[config.mk]
export PLATFORM = sky130hd
export DESIGN_NAME = enc8to3_seq
export DESIGN_NICKNAME = d
export VERILOG_FILES = /design/src/rtl/enc_pkg.sv /design/src/rtl/dec3to8_case.sv /design/src/rtl/lsb_prio_enc8.sv /design/src/rtl/enc8to3_seq.sv
export SDC_FILE = /design/constraint.sdc
export NUM_CORES = 1
export LEC_CHECK = 0
export BUFFER_PORTS_ARGS = -buffer_cell sky130_fd_sc_hd__buf_2
export CAP_MARGIN = 20
export CORE_MARGIN = 2
export CORE_UTILIZATION = 40
export DETAILED_ROUTE_END_ITERATION = 10
export SLEW_MARGIN = 10
export SYNTH_ARGS = -nofsm -noshare
export SYNTH_HDL_FRONTEND = slang
export SYNTH_SLANG_ARGS = --single-unit
[constraint.sdc]
create_clock -name clk -period 1.9 [get_ports clk]
set_input_delay 0.38 -clock clk [delete_from_list [all_inputs] [get_ports clk]]
set_output_delay 0.38 -clock clk [all_outputs]
set_load 0.01 [all_outputs]
[src/rtl/enc_pkg.sv]
// rtl/enc_pkg.sv - shared constants and state encoding for the 8-to-3 serializing encoder
package enc_pkg;

    localparam int IN_W  = 8;
    localparam int OUT_W = $clog2(IN_W);

    typedef enum logic {
        ST_IDLE = 1'b0,
        ST_EMIT = 1'b1
    } state_t;

endpackage

[src/rtl/dec3to8_case.sv]
// rtl/dec3to8_case.sv - 3-to-8 one-hot decoder with enable
module dec3to8_case (
    input  logic [2:0] in,
    input  logic       en,
    output logic [7:0] out
);

    always_comb begin
        out = 8'h00;
        if (en) begin
            case (in)
                3'd0: out = 8'b0000_0001;
                3'd1: out = 8'b0000_0010;
                3'd2: out = 8'b0000_0100;
                3'd3: out = 8'b0000_1000;
                3'd4: out = 8'b0001_0000;
                3'd5: out = 8'b0010_0000;
                3'd6: out = 8'b0100_0000;
                default: out = 8'b1000_0000;
            endcase
        end
    end

endmodule

[src/rtl/lsb_prio_enc8.sv]
// rtl/lsb_prio_enc8.sv - lowest-set-bit index and single-bit detect for an 8-bit vector
module lsb_prio_enc8 (
    input  logic [enc_pkg::IN_W-1:0]  pending,
    output logic [enc_pkg::OUT_W-1:0] out,
    output logic                      out_last
);

    // Scan from the top down so the lowest set bit is the last to write.
    always_comb begin
        out = '0;
        for (int i = enc_pkg::IN_W - 1; i >= 0; i--) begin
            if (pending[i]) begin
                out = enc_pkg::OUT_W'(i);
            end
        end
    end

    assign out_last = (pending != '0) && ((pending & (pending - 1'b1)) == '0);

endmodule

[src/rtl/enc8to3_seq.sv]
// rtl/enc8to3_seq.sv - captures a multi-hot request vector and streams out each set-bit index, LSB first
module enc8to3_seq
    import enc_pkg::state_t;
    import enc_pkg::ST_IDLE;
    import enc_pkg::ST_EMIT;
#(
    parameter int IN_W = enc_pkg::IN_W
) (
    input  logic                      clk,
    input  logic                      rst_n,
    input  logic [IN_W-1:0]           in,
    input  logic                      en,
    output logic                      in_ready,
    output logic [enc_pkg::OUT_W-1:0] out,
    output logic                      out_valid,
    input  logic                      out_ready,
    output logic                      out_last,
    output logic                      err
);

    state_t          state, state_nxt;
    logic [IN_W-1:0] pending, pending_nxt;
    logic            err_nxt;
    logic [IN_W-1:0] clear_mask;

    lsb_prio_enc8 u_prio (
        .pending  (pending),
        .out      (out),
        .out_last (out_last)
    );

    dec3to8_case u_clear (
        .in  (out),
        .en  (1'b1),
        .out (clear_mask)
    );

    assign in_ready  = (state == ST_IDLE);
    assign out_valid = (state == ST_EMIT);

    always_ff @(posedge clk or negedge rst_n) begin
        if (!rst_n) begin
            state   <= ST_IDLE;
            pending <= '0;
            err     <= 1'b0;
        end else begin
            state   <= state_nxt;
            pending <= pending_nxt;
            err     <= err_nxt;
        end
    end

    always_comb begin
        state_nxt   = state;
        pending_nxt = pending;
        err_nxt     = err;
        case (state)
            ST_IDLE: begin
                if (en && (in != '0)) begin
                    pending_nxt = in;
                    state_nxt   = ST_EMIT;
                end
            end
            ST_EMIT: begin
                // A load strobe while busy is dropped, even on the final transfer cycle.
                if (en) begin
                    err_nxt = 1'b1;
                end
                if (out_ready) begin
                    pending_nxt = pending & ~clear_mask;
                    if (out_last) begin
                        state_nxt = ST_IDLE;
                    end
                end
            end
            default: begin
                state_nxt   = ST_IDLE;
                pending_nxt = '0;
            end
        endcase
    end

endmodule

==> flow_results.org, run 1 <==
** Setup path
- The slowest stage of the critical path is the or4_4 cell.
- In this run the critical register-to-register path is launched from pending[2].
- The worst register-to-register path ends at out_valid.
- Along the worst path, the maximum fanout reaches 5.
- Capturing element type of the critical path :: output pin
- The number of buffers and inverters on the critical path is 1.
- The signal on the critical path passes through or4_4, o21ai_4, a31oi_4, nor2_1, buf_2.
- For the worst setup path, the data required time is 1520 ps.
- For flop-to-flop paths, the worst setup slack is 180 ps.
- The number of cells on the worst reg-to-reg path is 4.
- STA puts the critical path data arrival time at 1740 ps.
- The largest single stage delay on the critical path is 550 ps.
- Among cell families on the critical path, the largest total delay comes from simple AND/OR/NAND/NOR gates.
- The critical path is of the reg2out type.
- The worst setup path is launched from a register.

** Synth
- The number of different library cells used by synthesis comes to 30.
- Post-synthesis cell area :: 674 um^2
- Net count after synthesis :: 84
- Synthesis produced a netlist whose cell count is 72.
- Total of warnings raised by yosys :: 0
- After synthesis the netlist holds a flip-flop and latch count of 10.
- Mapped Avg Cell Area :: 9.37 um^2
- Portion of the post-synthesis area used by sequential elements :: 37.1%

** STA
- For the pin with the worst max-slew slack, the measured transition is 380 ps.
- Final count of hold timing violations :: 0
- Final setup violation count :: 2
- Timing would allow up to 471 MHz.
- Setup repair after global routing could not meet its margin everywhere.
- The routed design could run at a clock period as short as 2120 ps.
- Final setup margin :: -224 ps
- Worst Hold Slack :: 338 ps
- Relative slew slack :: 74.5%
- Clock skew on the completed layout was measured at 5.35 ps.
- In the finished design, the share of the clock period the worst path needs comes to 112%.
- Max Transition Viols Final :: 0

** Global route
- Maximum number of pins on one net before global-route repair :: 12
- The number of global-route vias before repair is 636.
- The first global-routing pass estimated 2830 um of wire.
- Total Routing Usage GR :: 19.5%
- After global routing the overflow that remains totals 0.
- The number of antenna violations at the first check in global routing was 0.

** Finish
- Fraction of final layout cells sized beyond drive strength 1 :: 48.6%
- The repair_antennas step left the layout with diodes totalling 0.
- The library cell used most frequently in the layout, excluding fill and tap cells, is buf_2.
- Total Nets Final :: 118
- The area growth from synthesis to layout is 40.4%.
- In the layout the commonest cells are buf_2, buf_4, nor2_1, dfrtp_1.
- After filler insertion, the fill cell instance count of the layout stands at 139.

** Clocking
- The clock passes through at most 2 buffers.
- H-tree level count :: 1
- Total clock buffers created by CTS :: 3
- At the later pin of the worst-skew pair, clock insertion delay measures 270 ps.
- CTS clk-pin slew, worst paths :: 70 ps
- TritonCTS sink count :: 10
- Clock root cell :: clkbuf_4
- CTS tree :: done

** Power
- Standby leakage power :: 0.000445 uW
- Peak supply drop :: 1160 uV
- PwrDens :: 1850 nW/um^2
- Total power :: 1750 uW

** Min path
- End point of the most critical hold path :: err
- Number of cells on the worst hold path :: 2
- Critical hold path startpoint :: en
- The min-delay analysis places its worst path in the category in2reg.

** Route
- The detailed router finished its first iteration with 16 violations.
- In the routed design, unresolved DRC markers number 0.
- Dividing the detail-routed wire length by the instance count gives 15.1 um.
- The count of nets left with antenna violations once routing finished came out at 0.
- TritonRoute pass-1 iters :: 4
- Wires add up to 1830 um.
- Via count :: 694
- Using the TritonRoute via totals, the vias-per-cell ratio works out to 5.74.

** Placed design
- Port buffering added 18 buffers.
- Detailed placement ended at an HPWL of 1360 um.
- Routability congestion estimate :: 0.789

** Floorplanning
- Initial standard-cell utilization of the core :: 43.8%
- Chip Width :: 45.1 um
- The initialized floorplan defines 14 standard-cell rows.
- Total Die Area :: 2030 um^2
- During I/O placement, the number of pins put on the boundary was 19.
- Y dimension of the die :: 45.1 um
- After floorplanning, the core was sized to cover 1540 um^2.

** Status
- Violated checks :: setup timing
- The flow ran to the end, but the final reports show violations.

** Flow run
- Max-Cap Viols :: 0
flip-flops by register name, indices dropped and copies added (netlist names):
| name | cells |
|---|---|
| out_valid | 1 |
| err | 1 |
| pending | 8 |
worst reg2reg max path: cells and delay by family (launching register included):
kind | cells | cell delay [ps]
flip-flops | 1 | 450
AND/OR/NAND/NOR | 1 | 550
AO/OA/AOI/OAI | 3 | 600
how the worst max path moves through the flow:
stage	startpoint	to	slack (ps)	depth (start not counted)
final	pending[2]	out_last	-220	5
after global routing	pending[0]	out_last	-270	6
after CTS	pending[1]	out_last	-200	5
after detailed placement	pending[2]	out_last	40	5
after global placement	pending[3]	out_last	40	5
after floorplan	pending[3]	out_last	120	5
final cells by class:
type / count / area [um^2] / area share, %
Tap cell: 16 / 20.0 / 2.11
Clock buffer: 4 / 36.3 / 3.83
Timing Repair Buffer: 34 / 216 / 22.9
Sequential cell: 10 / 251 / 26.6
Multi-Input combinational cell: 55 / 415 / 43.9
Inverter: 2 / 7.51 / 0.793
logic make-up after synthesis:
kind of cell	synth area share (%)
buffers and inverters	9.46
and+or+nand+nor	22.6
DFF	37.1
adders and majority gates	1.48
AOI/OAI and AO/OA	29.3
Yosys cell counts, drive strengths merged:
master   count  share of area (%)
nor2        11                6.1
dfrtp       10                 37
buf          5                8.3
a21oi        4                3.0
a221o        4                5.9
a22o         4                5.4
nor3         4                3.0
nand2        3                1.7
nand2b       3                2.8
inv          2                1.1
nor4         2                1.9
o21ai        2                2.0
or2          2                1.9
or3          2                1.9
a211oi       1                1.1
a21boi       1                1.7
a21o         1                1.1
a221oi       1                1.3
a31oi        1               0.93
and2         1               0.93
maj3         1                1.5
nor2b        1               0.93
o211a        1                1.5
o22ai        1               0.93
o2bb2ai      1                1.3
o311a        1                1.7
o32a         1                1.5
or4          1                1.7
metrics by stage:
stage / setup TNS [ps] / setup WS, ps / instances / instance area, um^2 / util [%]
2_1_floorplan: 0 / 123 / 72 / 674 / -
3_3_place_gp: 0 / 40.6 / 112 / 811 / 52.6
3_5_place_dp: 0 / 41.0 / 112 / 811 / 52.6
4_1_cts: -204 / -204 / 120 / 907 / 58.8
5_1_grt: -486 / -271 / 121 / 947 / 61.4
6_report: -334 / -224 / 121 / 947 / 61.4
what timing repair did:
action,CTS,global route
endpoints found under the setup margin,3,3
buffers inserted,3,1
hold buffers,1,0
gates resized for setup,6,6
pin swaps,0,3
hold endpoints to repair,10,0
layer usage:
metal / GRT usage [%] / up-vias / wire length, um
li1: - / 340 / -
met5: 0 / - / 0
met2: 31.7 / 18 / 871
met3: 6.00 / 0 / 87
met4: 3.53 / 0 / 0
met1: 25.6 / 336 / 867
power breakdown:
part           switching (uW)  internal, uW  leakage (uW)
clock network            75.7           116     0.0000210
logic                     568           603      0.000308
registers                89.9           295      0.000116
(Power assumes the default switching activity.)
==> inputs of run 2 (changes only) <==
==> constraint.sdc (replaced) <==
create_clock -name clk -period 2.63 [get_ports clk]
set_input_delay 0.526 -clock clk [delete_from_list [all_inputs] [get_ports clk]]
set_output_delay 0.526 -clock clk [all_outputs]
set_load 0.01 [all_outputs]
==> run 2 against run 1 <==
Effect of this change: the flow now finishes without violations; register-to-register slack improved by 670 ps; flip-flop and latch count unchanged; die area did not move; wire length down 9.6%; first-iteration DRC count shrank 19%; clock skew fell by 4.2 ps; critical path type unchanged.
==> flow_results.org, run 2 (synthesized netlist as in run 1, its figures left out) <==
** Finish
- Total Nets Final :: 103 (-13%)
- Leaving out fill and tap cells, the most frequent cell in the layout is buf_2.
- Register containing the most flip-flops in the final layout :: pending
- Most frequent cells in the layout :: buf_2, nor2_1, dfrtp_1
- The area used by multi-input combinational logic is 360 um^2 (-13%).
- Non-filler cells, final :: 105 (-13%)
- Reg area :: 250 um^2 (-0.50%)
- Final antenna diode count :: 0 (unchanged)
- Final-layout fill cell count :: 157 (+13%)
- The number of flip-flops under the largest register name was 8 (unchanged).
- Fraction of final layout cells sized beyond drive strength 1 :: 30.3% (-18 points)
- The final design area excluding fillers was 758 um^2 (-20%).
- The area growth from synthesis to layout is 12.4%.

** Placed design
- Post-Place Setup Slack :: 522 ps (+481 ps)
- The routability-driven placement congestion ratio was 0.771 (-2.2%).
- Count of port buffers added during placement :: 18 (unchanged)
- Cell count after placement :: 102 (-8.9%)
- The placed standard-cell area came to 736 um^2 (-9.3%).
- The placed wire-length estimate came to 1240 um (-8.5%).

** Clocking
- The post-CTS clock slew at the launch and capture registers of the worst setup and hold paths was 70 ps (about the same).
- Worst skew pair latency :: 270 ps (about the same)
- TritonCTS sink count :: 10 (unchanged)
- H-tree level count :: 1 (unchanged)
- Clock tree synthesis selected as its root buffer the cell clkbuf_4.
- Total clock buffers created by CTS :: 3 (unchanged)
- TritonCTS built the clock tree.
- Post-CTS Setup Inserts :: 0 (-3)
- The number of gates resized after CTS came to 0 (-6).
- Buffer levels on the longest clock path :: 2 (unchanged)
- Hold-fix buffers, CTS :: 0 (-1)

** Setup path
- The longest individual stage delay on the worst path was 490 ps (-60 ps).
- Capturing element type of the critical path :: output pin
- By startpoint and endpoint, the worst setup path is classified as reg2out.
- The highest fanout seen on the critical path is 10 (+5).
- The required time of the worst setup path is 2100 ps (+580 ps).
- STA classifies the critical path startpoint as a register.
- Cell-by-cell listing of the critical path :: or3_1, or2_1, a31oi_1, nor2_1, buf_2
- Worst path buffer plus inverter count :: 1 (unchanged)
- Cell type group with the largest total delay on the critical path :: simple AND/OR/NAND/NOR gates
- Critical path's slowest cell :: dfrtp_1
- Worst EP arrival :: 1880 ps (+140 ps)

** STA
- The transition at the pin with the smallest max-transition slack is 632 ps (+251 ps).
- The worst path uses 91.7% of the clock period.
- The final-report setup violation count is 0 (-2).
- Peak Freq :: 415 MHz
- Final setup margin :: 219 ps (+444 ps)
- Min Tclk post-route :: 2410 ps
- Relative slew slack :: 57.9% (-17 points)
- Final setup TNS :: 0 ps (+334 ps)
- The final-layout worst hold slack is 109 ps (-228 ps).
- Setup repair after global routing left no endpoint under its margin.
- Final count of hold timing violations :: 0 (unchanged)
- The setup clock skew after layout came to 1.19 ps (-4.16 ps).
- The max-slew violation count is 0 (unchanged).

** Route
- TritonRoute pass-1 iters :: 5 (+1)
- The routed via count divided by cell count came to 6.17 (+7.6%).
- The routed metal-1 wire length came to 787 um (-9.2%).
- Detailed-routed wire length on met3 :: 84 um (-3.4%)
- Final WL :: 1650 um (-9.6%)
- The DRC violation total after the first TritonRoute iteration came to 13 (-3).
- The post-detailed-route DRC marker count came to 0 (unchanged).
- WL per Instance :: 15.7 um (+4.2%)
- Highest layer used for signal routing :: met4
- Wire length on met2 :: 762 um (-13%)
- The total vias in the final route came to 648 (-6.6%).
- Detail Route Antenna Nets :: 0 (unchanged)

** Min path
- The path class of the tightest hold or removal check is in2async.

** Floorplanning
- Total Die Area :: 2030 um^2 (unchanged)
- The initial core utilization was 43.8% (unchanged).
- The I/O pin count came to 19 (unchanged).
- The area of the core was 1540 um^2 (unchanged).
- Chip Width :: 45.1 um (unchanged)
- The number of core rows is 14 (unchanged).
- The floorplan die height came to 45.1 um (unchanged).

** Power
- Peak supply drop :: 550 uV (-53%)
- The static leakage power is 0.000348 uW (-22%).
- The power density normalized to cell area came to 1260 nW/um^2 (-32%).

** Global route
- First-pass GRT wire length :: 2640 um (-6.6%)
- Antenna violations before repair :: 0 (unchanged)
- Maximum number of pins on one net before global-route repair :: 13 (+1)
- The global-route usage over all layers is 18.3% (-1.1 points).
- Sum of overflow across all layers after global routing :: 0 (unchanged)
- The number of global-route vias before repair came to 551 (-13%).

** Flow run
- Max-Cap Viols :: 0 (unchanged)

** Status
- The run finished with clean final reports.
run 2: routing by layer:
| layer | global-route usage (%) | vias to the layer above |
|---|---|---|
| li1 | - | 310 |
| met1 | 27.0 | 314 |
| met3 | 3.60 | 4 |
| met4 | 5.29 | 0 |
| met2 | 27.1 | 20 |
| met5 | 0 | - |
run 2: cell type report:
class,count,share of cell area (%)
inverters,2,0.990
repair buffers,19,12.9
flip-flops and latches,10,33.0
clock buffers,3,2.97
multi-input cells,55,47.5
well taps,16,2.64
run 2: where the power goes:
| part | leakage (uW) | switching, uW | internal, uW |
|---|---|---|---|
| clock network | 0.0000138 | 56.7 | 52.9 |
| registers | 0.000117 | 116 | 211 |
| logic | 0.000217 | 264 | 257 |
run 2: final timing paths:
check | depth (start not counted) | startpoint | slack, ps | to
worst min register to register | 1 | err | 460 | err
worst max register to register | 5 | out_valid | 850 | pending[4]
worst min-delay path | 1 | rst_n | 110 | pending[1]
worst max-delay path | 5 | pending[3] | 220 | out_last
max in group asynchronous | 1 | rst_n | 2330 | pending[6]
min in group clk | 1 | err | 460 | err
run 2: through the flow:
stage	total power (uW)	util [%]
after floorplan	744	-
after global placement	844	47.7
after detailed placement	847	47.7
after CTS	958	49.2
after global routing	1040	49.2
final	958	49.2
